### src/rtl/change_dispenser_if.sv
// change_dispenser_if: payout request and coin-solenoid status bundle between
// the change controller (master) and the change dispenser (slave).
interface change_dispenser_if;
  logic       start;
  logic [7:0] amount;
  logic       busy;
  logic       done;
  logic       coin_out1;
  logic       coin_out2;
  logic       coin_out5;
  logic       coin_strobe;
  logic [7:0] coin_value;
  logic [7:0] remaining;
  logic [7:0] coins_dispensed;
  modport master (
    output start, amount,
    input  busy, done, coin_out1, coin_out2, coin_out5, coin_strobe,
    input  coin_value, remaining, coins_dispensed
  );
  modport slave (
    input  start, amount,
    output busy, done, coin_out1, coin_out2, coin_out5, coin_strobe,
    output coin_value, remaining, coins_dispensed
  );
endinterface

### src/rtl/change_dispenser.sv
// change_dispenser: pays out an amount greedily as 5/2/1 coins, one fixed-width
// solenoid pulse plus idle gap per coin.
module change_dispenser #(
  parameter int PULSE_CYCLES = 4,
  parameter int GAP_CYCLES   = 4
) (
  input logic clk,
  input logic rst,
  change_dispenser_if.slave bus
);
  localparam int MAXC = PULSE_CYCLES > GAP_CYCLES ? PULSE_CYCLES : GAP_CYCLES;
  localparam int W = $clog2(MAXC + 1);
  localparam logic [W-1:0] P_LD = W'(PULSE_CYCLES - 1);
  localparam logic [W-1:0] G_LD = W'(GAP_CYCLES - 1);
  typedef enum logic [2:0] {IDLE, SELECT, PULSE, GAP, DONE} state_t;
  state_t       state;
  logic [W-1:0] cnt;
  logic [7:0]   remaining, coin_value, coins_dispensed, coin;
  logic         busy, done, coin_strobe;
  always_comb coin = remaining >= 8'd5 ? 8'd5 : remaining >= 8'd2 ? 8'd2 : 8'd1;
  always_ff @(posedge clk or negedge rst) begin
    if (!rst) begin
      state           <= IDLE;
      cnt             <= '0;
      remaining       <= '0;
      coin_value      <= '0;
      coins_dispensed <= '0;
      busy            <= 1'b0;
      done            <= 1'b0;
      coin_strobe     <= 1'b0;
    end else begin
      coin_strobe <= 1'b0;
      done        <= 1'b0;
      case (state)
        IDLE: if (bus.start) begin
          remaining       <= bus.amount;
          coins_dispensed <= '0;
          state           <= bus.amount != 8'd0 ? SELECT : DONE;
          busy            <= bus.amount != 8'd0;
          done            <= bus.amount == 8'd0;
        end
        SELECT: begin
          coin_value      <= coin;
          remaining       <= remaining - coin;
          coins_dispensed <= coins_dispensed + 8'd1;
          coin_strobe     <= 1'b1;
          cnt             <= P_LD;
          state           <= PULSE;
        end
        PULSE: if (cnt == '0) begin
          cnt   <= G_LD;
          state <= GAP;
        end else cnt <= cnt - 1'b1;
        GAP: if (cnt != '0) cnt <= cnt - 1'b1;
        else if (remaining != 8'd0) state <= SELECT;
        else begin
          state <= DONE;
          busy  <= 1'b0;
          done  <= 1'b1;
        end
        DONE: state <= IDLE;
        default: state <= IDLE;
      endcase
    end
  end
  // Solenoids decode only registered state, so async reset drops them at once.
  assign bus.coin_out1       = state == PULSE && coin_value == 8'd1;
  assign bus.coin_out2       = state == PULSE && coin_value == 8'd2;
  assign bus.coin_out5       = state == PULSE && coin_value == 8'd5;
  assign bus.busy            = busy;
  assign bus.done            = done;
  assign bus.coin_strobe     = coin_strobe;
  assign bus.coin_value      = coin_value;
  assign bus.remaining       = remaining;
  assign bus.coins_dispensed = coins_dispensed;
endmodule

### src/flat_wrapper.sv
// flat-port wrapper written by rule: the top's interface ports become plain ports
module change_dispenser_flat 
#(
  parameter int PULSE_CYCLES = 4,
  parameter int GAP_CYCLES   = 4
)
  (clk, rst, bus_start, bus_amount, bus_busy, bus_done, bus_coin_out1, bus_coin_out2, bus_coin_out5, bus_coin_strobe, bus_coin_value, bus_remaining, bus_coins_dispensed);
  change_dispenser_if bus_i ();
  input logic clk;
  input logic rst;
  input wire logic [$bits(bus_i.start)-1:0] bus_start;
  input wire logic [$bits(bus_i.amount)-1:0] bus_amount;
  output wire logic [$bits(bus_i.busy)-1:0] bus_busy;
  output wire logic [$bits(bus_i.done)-1:0] bus_done;
  output wire logic [$bits(bus_i.coin_out1)-1:0] bus_coin_out1;
  output wire logic [$bits(bus_i.coin_out2)-1:0] bus_coin_out2;
  output wire logic [$bits(bus_i.coin_out5)-1:0] bus_coin_out5;
  output wire logic [$bits(bus_i.coin_strobe)-1:0] bus_coin_strobe;
  output wire logic [$bits(bus_i.coin_value)-1:0] bus_coin_value;
  output wire logic [$bits(bus_i.remaining)-1:0] bus_remaining;
  output wire logic [$bits(bus_i.coins_dispensed)-1:0] bus_coins_dispensed;
  assign bus_i.start = bus_start;
  assign bus_i.amount = bus_amount;
  assign bus_busy = bus_i.busy;
  assign bus_done = bus_i.done;
  assign bus_coin_out1 = bus_i.coin_out1;
  assign bus_coin_out2 = bus_i.coin_out2;
  assign bus_coin_out5 = bus_i.coin_out5;
  assign bus_coin_strobe = bus_i.coin_strobe;
  assign bus_coin_value = bus_i.coin_value;
  assign bus_remaining = bus_i.remaining;
  assign bus_coins_dispensed = bus_i.coins_dispensed;
  change_dispenser #(.PULSE_CYCLES(PULSE_CYCLES), .GAP_CYCLES(GAP_CYCLES)) u_core (.clk(clk), .rst(rst), .bus(bus_i));
endmodule
### config.mk
export PLATFORM = sky130hd
export DESIGN_NAME = change_dispenser_flat
export DESIGN_NICKNAME = d
export VERILOG_FILES = /design/src/rtl/change_dispenser_if.sv /design/src/rtl/change_dispenser.sv /design/src/flat_wrapper.sv
export SDC_FILE = /design/constraint.sdc
export NUM_CORES = 1
export LEC_CHECK = 0
export BUFFER_PORTS_ARGS = -buffer_cell sky130_fd_sc_hd__buf_4
export CELL_PAD_IN_SITES_DETAIL_PLACEMENT = 1
export CELL_PAD_IN_SITES_GLOBAL_PLACEMENT = 1
export CORE_AREA = 2 2 71 73
export DETAILED_ROUTE_END_ITERATION = 6
export DIE_AREA = 0 0 73 75
export HOLD_SLACK_MARGIN = 0.03
export PLACE_DENSITY_LB_ADDON = 0.15
export SETUP_SLACK_MARGIN = 0.2
export SLEW_MARGIN = 15
export SYNTH_ARGS = -nofsm -noshare
export SYNTH_HDL_FRONTEND = slang
export SYNTH_SLANG_ARGS = --single-unit
### constraint.sdc
create_clock -name clk -period 2.4 [get_ports clk]
set_input_delay 0.48 -clock clk [delete_from_list [all_inputs] [get_ports clk]]
set_output_delay 0.48 -clock clk [all_outputs]
set_load 0.01 [all_outputs]
# [Word level (Yosys, flattened, before mapping)]
# Index checks and enable logic that the tools add are counted.
[op_classes] n_mux=24 eq_ne=11 add_sub_neg=3 n_reduce_logical=16 n_lt_le_gt_ge=2
[op_table] cell="8-bit one-hot mux with 2 select lines" n=2
[op_table] cell="8-bit 2-to-1 mux" n=3
[op_table] cell="3-bit 2-to-1 mux" n=7
[op_table] cell="8-bit nonzero test" n=2
[op_table] cell="3-bit one-hot mux with 4 select lines" n=1
[op_table] cell="3-bit one-hot mux with 3 select lines" n=1
[op_table] cell="8-bit by 1-bit adder with 8-bit output (second input constant)" n=1
[op_table] cell="8-bit by 1-bit equality test with 1-bit output (second input constant)" n=1
[op_table] cell="8-bit by 2-bit equality test with 1-bit output (second input constant)" n=1
[op_table] cell="8-bit by 3-bit equality test with 1-bit output (second input constant)" n=1
[op_table] cell="8-bit by 2-bit >= comparator with 1-bit output (second input constant)" n=1
[op_table] cell="8-bit by 3-bit >= comparator with 1-bit output (second input constant)" n=1
[op_table] cell="8-bit zero test" n=1
[op_table] cell="8-bit subtractor" n=1
[op_table] cell="1-bit 2-to-1 mux" n=7
[op_table] cell="3-bit by 2-bit equality test with 1-bit output (second input constant)" n=2
[op_table] cell="3-bit zero test" n=2
[op_table] cell="2-bit != test (second input constant)" n=3
[op_table] cell="3-bit nonzero test" n=2
[op_table] cell="2-bit by 1-bit != test with 1-bit output (second input constant)" n=2
[op_table] cell="1-bit one-hot mux with 2 select lines" n=2
[op_table] cell="2-bit AND reduction" n=2
[op_table] cell="4-bit AND reduction" n=1
[op_table] cell="2-bit nonzero test" n=2
[op_table] cell="other kinds (5)" n=7
[totals] output_inout_bits=30 inputBits=11 reg_bits=33

# [Longest topological paths before layout]
[depth] word_depth=5 depth_mapped=10 mapped_depth_nobuf=10

# [Least setup slack after synthesis]
# Ideal clock, no wire load.
[synth_timing] path_kind="register to register" from="register u_core.remaining[6] (netlist: u_core.bus.remaining[6])" to="register u_core.remaining[6] (netlist: u_core.bus.remaining[6])" slack_ns=-0.011 arrival_ns=2.272 synth_period_minus_slack_ns=2.411 path_stages_with_launch=9 setup_time_ns=0.138 required_ns=2.262 path_cell_list="dfrtp_1 or3_1 nor3_1 nand2_1 fa_1 a211oi_1 nand2_1 o311ai_1 o211ai_1"
[synth_via] elab_chain_cells=5
[synth_rtl] item="from (decl)" line="change_dispenser.sv:18" source="logic [7:0] remaining, coin_value, coins_dispensed, coin;"
[synth_rtl] item="from (signal assigned)" line="change_dispenser.sv:36" source="remaining <= bus.amount;"
[synth_rtl] item="from (signal assigned)" line="change_dispenser.sv:44" source="remaining <= remaining - coin;"
[synth_rtl] item="8-bit by 2-bit >= comparator with 1-bit output" line="change_dispenser.sv:20" source="always_comb coin = remaining >= 8'd5 ? 8'd5 : remaining >= 8'd2 ? 8'd2 : 8'd1;"
[synth_rtl] item="2-bit 2-to-1 mux" line="change_dispenser.sv:20"
[synth_rtl] item="8-bit 2-to-1 mux *" line="change_dispenser.sv:20"
[synth_rtl] item="named net u_core.coin[0]" line="change_dispenser.sv:18"
[synth_rtl] item="8-bit subtractor *" line="change_dispenser.sv:44"
[synth_rtl] item="8-bit one-hot mux with 2 select lines *" line="change_dispenser.sv:34" source="case (state)"
# The timed path passes the listed nets; every way through them passes the cells marked *.
# A chain may end at the register's enable or synchronous reset.

# [Worst setup path in the final report]
# Ends and elaborated chain as after synthesis.

==> results.txt <==
post-route setup TNS -> 0 ns
final setup violation count -> 0
top cell type's share of synthesized area -> 0.440
slew margin rel. -> 0.580
Lkg Pwr -> 0.992 nW
period utilization -> 1.00
clk_skew -> 0.00351 ns
Critical Path AT -> 2.55 ns
clk sinks -> 28
worst vdd ir -> 0.598 mV
GRT overflow -> 0
Max Fclk -> 417 MHz
Tightest Pin Transition -> 0.628 ns
leading area contributor after synthesis -> dfrtp_1
vias in the first global route -> 1633
Max stage delay cell, worst path -> dfrtp_1
reg-to-reg setup timing slack -> 0.0002 ns
syn_area_per_cell -> 9.10 um2
Reg clk slew, reported paths -> 0.10 ns
CP Max Fanout -> 3
Via Count -> 1542
average wire per standard cell -> 17.6 um
crit path cell chain -> or3_4 -> nor3_4 -> nand2_2 -> fa_2 -> a211oi_4 -> nand2_2 -> o311ai_2 -> o211ai_1
final net count -> 246
core footprint -> 0.00466 mm2
I/O pins -> 41
die area -> 0.00548 mm2
clock buffer depth -> 2
Post-synth ARST share -> 1.00
worst r2r src -> u_core.bus.remaining[6]
antenna violations before repair -> 0
Die H -> 75 um
CTS Root Cell -> clkbuf_8
port bufs -> 35
total wire length -> 4950 um
antenna fix cells -> 0
YS warnings -> 0
CP Capture Type -> flop
gate count of the mapped netlist -> 175
first-pass GRT wire length -> 8070 um
total CTS buffers -> 3
GPL Wtd Cong -> 0.834
WP data required -> 2.55 ns
ys flop type -> dfrtp_1
outcome -> finished clean
Netlist cell types -> 48
hold buffer count at cts -> 0
CP Class -> flop to flop
Remaining DRCs -> 0
TritonRoute pass-1 iters -> 4
Detail Route Antenna Nets -> 0
via/cell ratio -> 5.49
number of flops mapped to enable cells by yosys -> 0
Hold Crit Class -> input port to async pin
H-tree depth -> 1
Critical Path Max Stage Delay -> 0.41 ns
Max Cap Viol -> 0
Rows -> 25
Yosys reg bits -> 28
Worst-Skew Late Latency -> 0.28 ns
r2r endpoint -> u_core.bus.remaining[6]
crit path launch type -> flop
RSZ-0062 raised after global routing -> yes
Initial DRC Count -> 53
Detail Placement HPWL -> 3520 um
die width -> 73 um
crit-path most repeated cell -> nand2_2
Fin. Hold Viols -> 0
TritonCTS clock tree -> yes
most common cell after layout, fill and taps aside -> buf_4
GR Util All Layers -> 0.190
Placed Cells incl. Taps -> 265
Pwr per Cell Area -> 1360 mW/mm2
Mapped Area -> 0.00159 mm2
synth top area cells -> dfrtp_1 44%, nor2_1 5.2%, ha_1 4.7%
share of cells above drive strength 1 -> 0.361
sequential fraction of the synthesis area -> 0.440
FF-to-FF path depth -> 8
min cycle time layout -> 2.40 ns
Area Growth Syn to Fin -> 38.2%
fin. max-slew vios -> 0
total power -> 2.99 mW
Initial Util -> 0.342
largest net degree at the start of global routing -> 29
Final Non-Filler Cells -> 281
most frequent cells in the layout -> 54 x buf_4, 23 x dfrtp_1, 21 x nor2_1
## metal layers
layer  GRT usage  part of all wire  vias up
met1       0.241              0.44      754
met3      0.0241             0.037        6
met4      0.0556            0.0077        0
met2       0.338              0.51       40
met5           0                 0        -
li1            -                 -      742
## repair_timing
action | CTS | global route
gates resized for setup | 5 | 13
pin swaps | 5 | 6
buffers inserted | 7 | 5
setup endpoints to repair | 7 | 8
## registers in the layout, indices dropped and copies added (netlist names)
name and count:
u_core.bus.remaining 8, u_core.cnt 3, u_core.state 3, u_core.bus.busy 1, u_core.bus.coin_strobe 1, u_core.bus.done 1, u_core.bus.coins_dispensed 8, u_core.bus.coin_value 3
## cells by family after synthesis
kind of cell,after synthesis,share of synthesized area
flip-flops,28,0.440
XOR/XNOR,1,0.00550
AND/OR/NAND/NOR,76,0.244
AO/OA/AOI/OAI,43,0.181
adder cells (fa/ha/maj),7,0.0597
multiplexers,1,0.00707
other,1,0.00235
buffers and inverters,18,0.0605
## worst max path at each step
stage / start / end / slack [ns] / depth (start not counted)
global placement: u_core.bus.remaining[5] / u_core.bus.remaining[6] / 0.12 / 8
global route: u_core.bus.remaining[5] / u_core.bus.remaining[6] / -0.09 / 8
floorplan: u_core.bus.remaining[2] / u_core.bus.remaining[6] / 0.19 / 9
finish: u_core.bus.remaining[6] / u_core.bus.remaining[6] / 0.0002 / 8
detailed placement: u_core.bus.remaining[5] / u_core.bus.remaining[6] / 0.03 / 8
CTS: u_core.bus.remaining[6] / u_core.bus.remaining[6] / 0.06 / 8
## Yosys cell counts (3+ instances only)
master,count
nor4_1,3
nand2_1,17
nand3_1,6
nor2_1,22
nand3b_1,4
buf_4,7
inv_1,7
a21oi_1,5
nand4_1,5
nor3_1,3
dfrtp_1,28
o21ai_0,12
o22ai_1,3
ha_1,6
or4_1,3
and2_1,3
## per-stage QoR
step	utilization	area [um2]	hold slack, ns	setup WS, ns
final	0.472	2200	0.118	0.000238
after global routing	0.472	2200	0.130	-0.0882
after CTS	0.453	2110	0.122	0.0558
after detailed placement	0.424	1980	0.434	0.0253
after global placement	0.424	1980	0.426	0.123
after floorplan	-	1660	0.184	0.190
## worst max-delay path: cells and delay by family (launching register included)
kind            cells  cell delay [ns]
simple gates        4             0.83
compound gates      3             0.64
flops               1             0.41
fa+ha+maj           1             0.39
## layout make-up
class	count	area, um2
Fill cell	543	2460
Sequential cell	28	707
Clock buffer	3	41.3
Inverter	7	26.3
Timing Repair Buffer	55	417
Multi-Input combinational cell	133	912
Clock inverter	1	30.0
Tap cell	54	67.6
## report_power, final
part,internal [mW],switching (mW)
combinational,0.851,0.844
sequential,0.675,0.244
clock,0.223,0.156
total,1.75,1.24
Power figures use the tool's default switching activity.
